<file path="config.mk">
export PLATFORM = sky130hd
export DESIGN_NAME = mips_multicycle_controller
export DESIGN_NICKNAME = d
export VERILOG_FILES = /design/src/rtl/ctrl_pkg.sv /design/src/rtl/ctrl_alu_decode.sv /design/src/rtl/mips_multicycle_controller.sv
export SDC_FILE = /design/constraint.sdc
export NUM_CORES = 1
export LEC_CHECK = 0
export BUFFER_PORTS_ARGS = -buffer_cell sky130_fd_sc_hd__buf_2
export CAP_MARGIN = 10
export CELL_PAD_IN_SITES_DETAIL_PLACEMENT = 0
export CELL_PAD_IN_SITES_GLOBAL_PLACEMENT = 1
export CORE_ASPECT_RATIO = 2
export CORE_UTILIZATION = 40
export DETAILED_ROUTE_END_ITERATION = 7
export PLACE_DENSITY = 0.89
export SYNTH_ARGS = -nofsm -noshare
export SYNTH_HDL_FRONTEND = slang
export SYNTH_HIERARCHICAL = 1
export SYNTH_SLANG_ARGS = --single-unit
</file>
<file path="constraint.sdc">
create_clock -name Clk -period 5.97 [get_ports Clk]
set_input_delay 1.4925 -clock Clk [delete_from_list [all_inputs] [get_ports Clk]]
set_output_delay 1.4925 -clock Clk [all_outputs]
set_load 0.005 [all_outputs]
</file>
<file path="src/rtl/ctrl_pkg.sv">
// Shared encodings for the multi-cycle MIPS controller: FSM states, opcode and
// funct constants, ALU operation codes, datapath mux selects and instruction class.
package ctrl_pkg;

   typedef enum logic [3:0] {
      S_IDLE     = 4'd0,
      S_FETCH    = 4'd1,
      S_DECODE   = 4'd2,
      S_EXEC_R   = 4'd3,
      S_EXEC_I   = 4'd4,
      S_MUL_WAIT = 4'd5,
      S_MEM_ADDR = 4'd6,
      S_MEM_RD   = 4'd7,
      S_MEM_WR   = 4'd8,
      S_WB_ALU   = 4'd9,
      S_WB_MEM   = 4'd10,
      S_BRANCH   = 4'd11,
      S_JUMP     = 4'd12
   } state_t;

   localparam logic [5:0] OP_RTYPE  = 6'b000000;
   localparam logic [5:0] OP_REGIMM = 6'b000001;
   localparam logic [5:0] OP_J      = 6'b000010;
   localparam logic [5:0] OP_JAL    = 6'b000011;
   localparam logic [5:0] OP_BEQ    = 6'b000100;
   localparam logic [5:0] OP_BNE    = 6'b000101;
   localparam logic [5:0] OP_BLEZ   = 6'b000110;
   localparam logic [5:0] OP_BGTZ   = 6'b000111;
   localparam logic [5:0] OP_ADDI   = 6'b001000;
   localparam logic [5:0] OP_SLTI   = 6'b001010;
   localparam logic [5:0] OP_ANDI   = 6'b001100;
   localparam logic [5:0] OP_ORI    = 6'b001101;
   localparam logic [5:0] OP_XORI   = 6'b001110;
   localparam logic [5:0] OP_LB     = 6'b100000;
   localparam logic [5:0] OP_LH     = 6'b100001;
   localparam logic [5:0] OP_LW     = 6'b100011;
   localparam logic [5:0] OP_SB     = 6'b101000;
   localparam logic [5:0] OP_SH     = 6'b101001;
   localparam logic [5:0] OP_SW     = 6'b101011;

   localparam logic [5:0] FN_SLL = 6'b000000;
   localparam logic [5:0] FN_SRL = 6'b000010;
   localparam logic [5:0] FN_JR  = 6'b001000;
   localparam logic [5:0] FN_MUL = 6'b011100;
   localparam logic [5:0] FN_ADD = 6'b100000;
   localparam logic [5:0] FN_SUB = 6'b100010;
   localparam logic [5:0] FN_AND = 6'b100100;
   localparam logic [5:0] FN_OR  = 6'b100101;
   localparam logic [5:0] FN_XOR = 6'b100110;
   localparam logic [5:0] FN_NOR = 6'b100111;
   localparam logic [5:0] FN_SLT = 6'b101010;

   localparam logic [4:0] RT_BLTZ = 5'd0;
   localparam logic [4:0] RT_BGEZ = 5'd1;

   localparam logic [3:0] ALU_ADD = 4'd0;
   localparam logic [3:0] ALU_SUB = 4'd1;
   localparam logic [3:0] ALU_AND = 4'd2;
   localparam logic [3:0] ALU_OR  = 4'd3;
   localparam logic [3:0] ALU_XOR = 4'd4;
   localparam logic [3:0] ALU_NOR = 4'd5;
   localparam logic [3:0] ALU_SLT = 4'd6;
   localparam logic [3:0] ALU_SLL = 4'd7;
   localparam logic [3:0] ALU_SRL = 4'd8;
   localparam logic [3:0] ALU_MUL = 4'd9;

   localparam logic [1:0] REGDST_RT = 2'd0;
   localparam logic [1:0] REGDST_RD = 2'd1;
   localparam logic [1:0] REGDST_RA = 2'd2;

   localparam logic [1:0] M2R_MEM = 2'd0;
   localparam logic [1:0] M2R_ALU = 2'd1;
   localparam logic [1:0] M2R_PC4 = 2'd2;

   localparam logic [1:0] PCSRC_ALU    = 2'd0;
   localparam logic [1:0] PCSRC_ALUOUT = 2'd1;
   localparam logic [1:0] PCSRC_JUMP   = 2'd2;
   localparam logic [1:0] PCSRC_RS     = 2'd3;

   localparam logic [1:0] SRCB_RT   = 2'd0;
   localparam logic [1:0] SRCB_FOUR = 2'd1;
   localparam logic [1:0] SRCB_IMM  = 2'd2;
   localparam logic [1:0] SRCB_BOFF = 2'd3;

   localparam logic [1:0] SZ_WORD = 2'd0;
   localparam logic [1:0] SZ_HALF = 2'd1;
   localparam logic [1:0] SZ_BYTE = 2'd2;

   typedef enum logic [2:0] {
      CL_ILLEGAL, CL_RTYPE, CL_MUL, CL_IALU, CL_LOAD, CL_STORE, CL_BRANCH, CL_JUMP
   } cls_t;

   typedef enum logic [2:0] {
      BR_BEQ, BR_BNE, BR_BLEZ, BR_BGTZ, BR_BGEZ, BR_BLTZ, BR_BAD
   } br_t;

   typedef enum logic [1:0] {JMP_J, JMP_JAL, JMP_JR} jmp_t;

   typedef struct packed {
      cls_t       cls;
      logic [1:0] size;
      br_t        br;
      jmp_t       jmp;
   } instr_t;

   // Unrecognised R-type functs are treated as undecodable, same as unknown opcodes.
   function automatic instr_t classify(logic [5:0] op, logic [5:0] fn, logic [4:0] rt);
      instr_t d;
      d     = '0;
      d.cls = CL_ILLEGAL;
      case (op)
         OP_RTYPE: begin
            case (fn)
               FN_ADD, FN_SUB, FN_AND, FN_OR, FN_XOR,
               FN_NOR, FN_SLT, FN_SLL, FN_SRL: d.cls = CL_RTYPE;
               FN_MUL: d.cls = CL_MUL;
               FN_JR: begin
                  d.cls = CL_JUMP;
                  d.jmp = JMP_JR;
               end
               default: d.cls = CL_ILLEGAL;
            endcase
         end
         OP_ADDI, OP_ANDI, OP_ORI, OP_XORI, OP_SLTI: d.cls = CL_IALU;
         OP_LW: begin d.cls = CL_LOAD;  d.size = SZ_WORD; end
         OP_LH: begin d.cls = CL_LOAD;  d.size = SZ_HALF; end
         OP_LB: begin d.cls = CL_LOAD;  d.size = SZ_BYTE; end
         OP_SW: begin d.cls = CL_STORE; d.size = SZ_WORD; end
         OP_SH: begin d.cls = CL_STORE; d.size = SZ_HALF; end
         OP_SB: begin d.cls = CL_STORE; d.size = SZ_BYTE; end
         OP_BEQ:  begin d.cls = CL_BRANCH; d.br = BR_BEQ;  end
         OP_BNE:  begin d.cls = CL_BRANCH; d.br = BR_BNE;  end
         OP_BLEZ: begin d.cls = CL_BRANCH; d.br = BR_BLEZ; end
         OP_BGTZ: begin d.cls = CL_BRANCH; d.br = BR_BGTZ; end
         OP_REGIMM: begin
            d.cls = CL_BRANCH;
            d.br  = (rt == RT_BLTZ) ? BR_BLTZ :
                    (rt == RT_BGEZ) ? BR_BGEZ : BR_BAD;
         end
         OP_J:   begin d.cls = CL_JUMP; d.jmp = JMP_J;   end
         OP_JAL: begin d.cls = CL_JUMP; d.jmp = JMP_JAL; end
         default: d.cls = CL_ILLEGAL;
      endcase
      return d;
   endfunction

endpackage

</file>
<file path="src/rtl/ctrl_alu_decode.sv">
// Combinational ALU operation select from opcode and funct; non-ALU opcodes
// fall back to ADD, which is what address and PC arithmetic need.
module ctrl_alu_decode
   import ctrl_pkg::*;
(
   input  logic [5:0] op_code,
   input  logic [5:0] funct,
   output logic [3:0] alu_op
);

   always_comb begin
      alu_op = ALU_ADD;
      if (op_code == OP_RTYPE) begin
         case (funct)
            FN_SUB: alu_op = ALU_SUB;
            FN_AND: alu_op = ALU_AND;
            FN_OR:  alu_op = ALU_OR;
            FN_XOR: alu_op = ALU_XOR;
            FN_NOR: alu_op = ALU_NOR;
            FN_SLT: alu_op = ALU_SLT;
            FN_SLL: alu_op = ALU_SLL;
            FN_SRL: alu_op = ALU_SRL;
            FN_MUL: alu_op = ALU_MUL;
            default: alu_op = ALU_ADD;
         endcase
      end else begin
         case (op_code)
            OP_ANDI: alu_op = ALU_AND;
            OP_ORI:  alu_op = ALU_OR;
            OP_XORI: alu_op = ALU_XOR;
            OP_SLTI: alu_op = ALU_SLT;
            default: alu_op = ALU_ADD;
         endcase
      end
   end

endmodule

</file>
<file path="src/rtl/mips_multicycle_controller.sv">
// Multi-cycle MIPS control FSM: sequences fetch/decode/execute/memory/writeback
// for a shared-memory datapath, with stallable memory and a fixed-latency multiplier.
//
// state      | meaning
// IDLE       | after reset, all controls low
// FETCH      | read instruction at PC, PC += 4 when memory is ready
// DECODE     | latch instruction class, precompute branch target
// EXEC_R     | register-register ALU op
// EXEC_I     | register-immediate ALU op
// MUL_WAIT   | hold multiplier operands until the result is valid
// MEM_ADDR   | effective address rs + imm
// MEM_RD     | data read, held until memory ready
// MEM_WR     | data write, held until memory ready
// WB_ALU     | write ALUOut to rd/rt
// WB_MEM     | write load data to rt
// BRANCH     | compare and conditionally load PC with branch target
// JUMP       | load PC with jump target or rs; JAL links into $31
module mips_multicycle_controller
   import ctrl_pkg::*;
#(
   parameter int MUL_LATENCY = 3,
   parameter int ALUOP_W     = 4,
   parameter int STATE_W     = 4
) (
   input  logic               Clk,
   input  logic               Rst,
   input  logic [5:0]         OPCode,
   input  logic [5:0]         Function,
   input  logic [4:0]         Rt,
   input  logic               Zero,
   input  logic               Neg,
   input  logic               MemReady,
   output logic               PCWrite,
   output logic               IRWrite,
   output logic               IorD,
   output logic               MemRead,
   output logic               MemWrite,
   output logic               RegWrite,
   output logic [1:0]         RegDst,
   output logic [1:0]         MemToReg,
   output logic               ALUSrcA,
   output logic [1:0]         ALUSrcB,
   output logic [ALUOP_W-1:0] ALUOp,
   output logic [1:0]         PCSrc,
   output logic [1:0]         LoadType,
   output logic [1:0]         StoreType,
   output logic               IllegalOp,
   output logic [STATE_W-1:0] State
);

   state_t     state;
   instr_t     instr;
   instr_t     dec;
   logic [3:0] mul_cnt;
   logic [3:0] alu_dec_op;
   logic [3:0] alu_op;
   logic       br_taken;

   assign dec = classify(OPCode, Function, Rt);

   ctrl_alu_decode u_alu_decode (
      .op_code (OPCode),
      .funct   (Function),
      .alu_op  (alu_dec_op)
   );

   always_ff @(posedge Clk or posedge Rst) begin
      if (Rst) begin
         state   <= S_IDLE;
         instr   <= '0;
         mul_cnt <= '0;
      end else begin
         case (state)
            S_IDLE:  state <= S_FETCH;
            S_FETCH: if (MemReady) state <= S_DECODE;
            S_DECODE: begin
               instr <= dec;
               case (dec.cls)
                  CL_RTYPE, CL_MUL:  state <= S_EXEC_R;
                  CL_IALU:           state <= S_EXEC_I;
                  CL_LOAD, CL_STORE: state <= S_MEM_ADDR;
                  CL_BRANCH:         state <= S_BRANCH;
                  CL_JUMP:           state <= S_JUMP;
                  default:           state <= S_FETCH;
               endcase
            end
            S_EXEC_R: begin
               if (instr.cls == CL_MUL) begin
                  state   <= S_MUL_WAIT;
                  mul_cnt <= 4'(MUL_LATENCY - 1);
               end else begin
                  state <= S_WB_ALU;
               end
            end
            S_EXEC_I: state <= S_WB_ALU;
            S_MUL_WAIT: begin
               if (mul_cnt == 4'd0) state <= S_WB_ALU;
               else                 mul_cnt <= mul_cnt - 4'd1;
            end
            S_MEM_ADDR: state <= (instr.cls == CL_LOAD) ? S_MEM_RD : S_MEM_WR;
            S_MEM_RD:   if (MemReady) state <= S_WB_MEM;
            S_MEM_WR:   if (MemReady) state <= S_FETCH;
            S_WB_ALU, S_WB_MEM, S_BRANCH, S_JUMP: state <= S_FETCH;
            default: state <= S_IDLE;
         endcase
      end
   end

   // Zero/Neg come from the SUB of rs and rt (or rs alone for compare-with-zero forms).
   always_comb begin
      br_taken = 1'b0;
      case (instr.br)
         BR_BEQ:  br_taken = Zero;
         BR_BNE:  br_taken = !Zero;
         BR_BLEZ: br_taken = Neg | Zero;
         BR_BGTZ: br_taken = !Neg & !Zero;
         BR_BGEZ: br_taken = !Neg;
         BR_BLTZ: br_taken = Neg;
         default: br_taken = 1'b0;
      endcase
   end

   always_comb begin
      PCWrite   = 1'b0;
      IRWrite   = 1'b0;
      IorD      = 1'b0;
      MemRead   = 1'b0;
      MemWrite  = 1'b0;
      RegWrite  = 1'b0;
      RegDst    = REGDST_RT;
      MemToReg  = M2R_MEM;
      ALUSrcA   = 1'b0;
      ALUSrcB   = SRCB_RT;
      alu_op    = ALU_ADD;
      PCSrc     = PCSRC_ALU;
      LoadType  = SZ_WORD;
      StoreType = SZ_WORD;
      IllegalOp = 1'b0;
      case (state)
         S_FETCH: begin
            MemRead = 1'b1;
            ALUSrcB = SRCB_FOUR;
            PCWrite = MemReady;
            IRWrite = MemReady;
         end
         S_DECODE: begin
            ALUSrcB   = SRCB_BOFF;
            IllegalOp = (dec.cls == CL_ILLEGAL);
         end
         S_EXEC_R: begin
            ALUSrcA = 1'b1;
            alu_op  = alu_dec_op;
         end
         S_MUL_WAIT: begin
            ALUSrcA = 1'b1;
            alu_op  = ALU_MUL;
         end
         S_EXEC_I: begin
            ALUSrcA = 1'b1;
            ALUSrcB = SRCB_IMM;
            alu_op  = alu_dec_op;
         end
         S_MEM_ADDR: begin
            ALUSrcA = 1'b1;
            ALUSrcB = SRCB_IMM;
         end
         S_MEM_RD: begin
            MemRead  = 1'b1;
            IorD     = 1'b1;
            LoadType = instr.size;
         end
         S_MEM_WR: begin
            MemWrite  = 1'b1;
            IorD      = 1'b1;
            StoreType = instr.size;
         end
         S_WB_ALU: begin
            RegWrite = 1'b1;
            MemToReg = M2R_ALU;
            RegDst   = (instr.cls == CL_RTYPE || instr.cls == CL_MUL) ? REGDST_RD : REGDST_RT;
         end
         S_WB_MEM: RegWrite = 1'b1;
         S_BRANCH: begin
            ALUSrcA   = 1'b1;
            alu_op    = ALU_SUB;
            PCSrc     = PCSRC_ALUOUT;
            PCWrite   = br_taken;
            IllegalOp = (instr.br == BR_BAD);
         end
         S_JUMP: begin
            PCWrite = 1'b1;
            PCSrc   = (instr.jmp == JMP_JR) ? PCSRC_RS : PCSRC_JUMP;
            if (instr.jmp == JMP_JAL) begin
               RegWrite = 1'b1;
               RegDst   = REGDST_RA;
               MemToReg = M2R_PC4;
            end
         end
         default: ;
      endcase
   end

   assign ALUOp = ALUOP_W'(alu_op);
   assign State = STATE_W'(state);

endmodule

</file>
==> out/metrics.cfg <==
[power_and_ir_drop]
worst_supply_voltage_drop_on_vdd_v = 0.000125
p_total_w = 0.000681
p_per_area_nw_per_um2 = 326
cellLeakagePower_nw = 0.933

[grt]
first_global_vias = 1892
grt_first_pass_wirelength_um = 8180
grt_max_degree = 27
groute.usage.overall_pct = 21.4
antenna_found_initial = 0
global_route_congestion_overflow_total = 0

[floorplanning]
design.portCount = 50
floorplan.initialDensity_pct = 41.3
die_h_um = 96.7
fp.dieArea_um2 = 4770
placementRows = 34
fp.coreArea_um2 = 4340
chip_width_um = 49.4

[sta]
aggregate_negative_setup_slack_ps = 0
max_freq_mhz = 217
period_share_pct = 77.3
finalCriticalPeriod_ps = 4610
hold_viol_final = 0
clock-skew-final_ps = 2.97
unrepaired_setup_endpoints_after_global_routing = no
timing.final.setup_violations = 0
max_slew_margin_pct = 51.8
final_max_slew_viol_count = 0
worst_pin_slew_ps = 724

[critical_path]
cp.required_ps = 4480
critical_path_arrival_ps = 3120
start_kind = input port
crit_type = input port to output port
worst-path-max-fanout = 10
critical_path.endpoint_type = output port

[cells_and_area]
layout-drive-gt1-share_pct = 21.6
finalNonFillerCells = 337
num_antenna_cells = 0
postLayoutCellArea_um2 = 2090
multi_input_comb_area_um2 = 1260
num-fill-cells = 501
area_delta_synth_final_pct = 16.3
layout.area.seq_um2 = 450
fin_nets = 309

[logic_synthesis]
postSynthCellCount = 244
synth_top_cells_by_count = sky130_fd_sc_hd__nand2_1, sky130_fd_sc_hd__nor2_1, sky130_fd_sc_hd__dfrtp_1, sky130_fd_sc_hd__a21oi_1, sky130_fd_sc_hd__nor3_1
mean_cell_area_of_the_mapped_netlist_um2 = 7.35
syn-cell-area_um2 = 1790
ys_types = 57
synth_fp_nets = 268
asyncSetResetFlopFracSynth_pct = 100
netlist.top_cell.by_area = sky130_fd_sc_hd__dfrtp_1
synth_top_cell_area_share_pct = 25.1
synth_edf_count = 0
yosys_most_used_dff = sky130_fd_sc_hd__dfrtp_1
yosys-top-cells-area = sky130_fd_sc_hd__dfrtp_1, sky130_fd_sc_hd__nand2_1, sky130_fd_sc_hd__nor2_1
yosysSeqAreaShare_pct = 25.1
synth-seq-cells = 18
synth.yosys.warnings = 6

[route]
drt_first_iter_violations = 29
finalWirelength_um = 4840
via_count = 1970
avgViaCountPerCell = 5.85
drt-pass1-iter-count = 4
drc_errors = 0
antenna_left = 0
wire_per_inst_um = 14.3

[clock_network]
cts.clk_slew.worst_paths_ps = 70
cts_made_buffers = 3
clk_root_buffer_cell = sky130_fd_sc_hd__clkbuf_8
tritoncts = built
cts.path.max_buffers = 2
cts_setup_buffers = 0
htreeDepth = 1
cts.hold.buffers_added = 0
worstSkewPairLatency_ps = 250
cts-resized-gates = 0
cts_sinks = 18

[placed_design]
detailed_place.area_um2 = 2050
dp_hpwl_um = 3800
finalWeightedCongestion = 0.841
placement.io_buffers = 49
dp_cells = 334

[min_path]
min_path_type = flip-flop to flip-flop

[run_status]
status = finished, final reports clean

[flow_run]
drv_cap = 0

## logic make-up after synthesis
family                   after synthesis  synth area share [%]
AND/OR/NAND/NOR                      133                  41.0
AO/OA/AOI/OAI                         61                  22.6
buffers and inverters                 20                  4.88
flip-flops                            18                  25.1
XOR/XNOR                               8                  3.91
multiplexers                           2                  1.12
adder cells (fa/ha/maj)                2                  1.39
## stage by stage
stage                     hold WS (ps)  setup slack [ps]  utilization [%]
final                              502              1360             48.1
after global placement             487              1390             47.1
after floorplan                    454              1730                -
after detailed placement           492              1370             47.1
after global routing               543              1300             48.1
after CTS                          507              1370             48.1
## path summary, 6_finish.rpt
path | startpoint | endpoint | slack, ps | depth (start not counted)
min | instr[5] | instr[5] | 500 | 2
max reg2reg | State[0] | State[0] | 3900 | 4
min in group asynchronous | Rst | mul_cnt[3] | 1330 | 2
max | Function[4] | ALUOp[0] | 1360 | 8
max in group asynchronous | Rst | mul_cnt[0] | 4210 | 2
min reg2reg | instr[5] | instr[5] | 500 | 2
## registers in the layout (all words and copies together) (netlist names)
register / cells
mul_cnt: 4
instr: 10
State: 4
## final cells by class
class	count	area share (%)
clock buffers	3	1.98
flip-flops and latches	18	21.6
well taps	54	3.24
repair buffers	49	11.8
inverters	7	1.26
multi-input cells	206	60.2
## routing by layer
metal,routed length (um),global-route usage (%),share of wire [%]
met1,1870,22.8,39
met2,2640,40.3,55
met3,141,1.57,2.9
met4,189,9.95,3.9
met5,0,0,0
## cells in the final DEF, fill, tap and decap left out, types with 3 or more instances in the layout
cell type | Yosys | final
sky130_fd_sc_hd__nor4_1 | 8 | 8
sky130_fd_sc_hd__xor2_1 | 3 | 3
sky130_fd_sc_hd__nand4b_1 | 3 | 3
sky130_fd_sc_hd__nor2b_1 | 3 | 3
sky130_fd_sc_hd__dfrtp_1 | 18 | 18
sky130_fd_sc_hd__nand3_1 | 5 | 5
sky130_fd_sc_hd__nor3_1 | 12 | 12
sky130_fd_sc_hd__o21ai_1 | 9 | 9
sky130_fd_sc_hd__or3_1 | 3 | 3
sky130_fd_sc_hd__nand2_1 | 29 | 29
sky130_fd_sc_hd__xnor2_1 | 5 | 5
sky130_fd_sc_hd__o31ai_1 | 4 | 4
sky130_fd_sc_hd__o32ai_1 | 3 | 3
sky130_fd_sc_hd__a211o_1 | 3 | 3
sky130_fd_sc_hd__nor2_1 | 29 | 29
sky130_fd_sc_hd__clkbuf_8 | 0 | 3
sky130_fd_sc_hd__a21o_1 | 4 | 4
sky130_fd_sc_hd__and2_1 | 9 | 9
sky130_fd_sc_hd__a21oi_1 | 14 | 14
sky130_fd_sc_hd__nor3b_1 | 6 | 6
sky130_fd_sc_hd__buf_2 | 1 | 49
sky130_fd_sc_hd__nand2b_1 | 6 | 6
sky130_fd_sc_hd__inv_1 | 6 | 6
sky130_fd_sc_hd__o21ai_0 | 8 | 8
## report_power, final
part           switching, W  total (W)  internal [W]
logic              0.000183   0.000335      0.000152
clock network     0.0000393  0.0000841     0.0000448
registers         0.0000888   0.000262      0.000173
## worst max-delay path, cell delays in order
cell and delay [ps]:
sky130_fd_sc_hd__buf_2 160, sky130_fd_sc_hd__or3_1 380, sky130_fd_sc_hd__a2111oi_0 420, sky130_fd_sc_hd__nor3_1 80
sky130_fd_sc_hd__o21ai_1 160, sky130_fd_sc_hd__nor2_1 50, sky130_fd_sc_hd__o32ai_1 230, sky130_fd_sc_hd__buf_2 150
(Power assumes the default switching activity.)
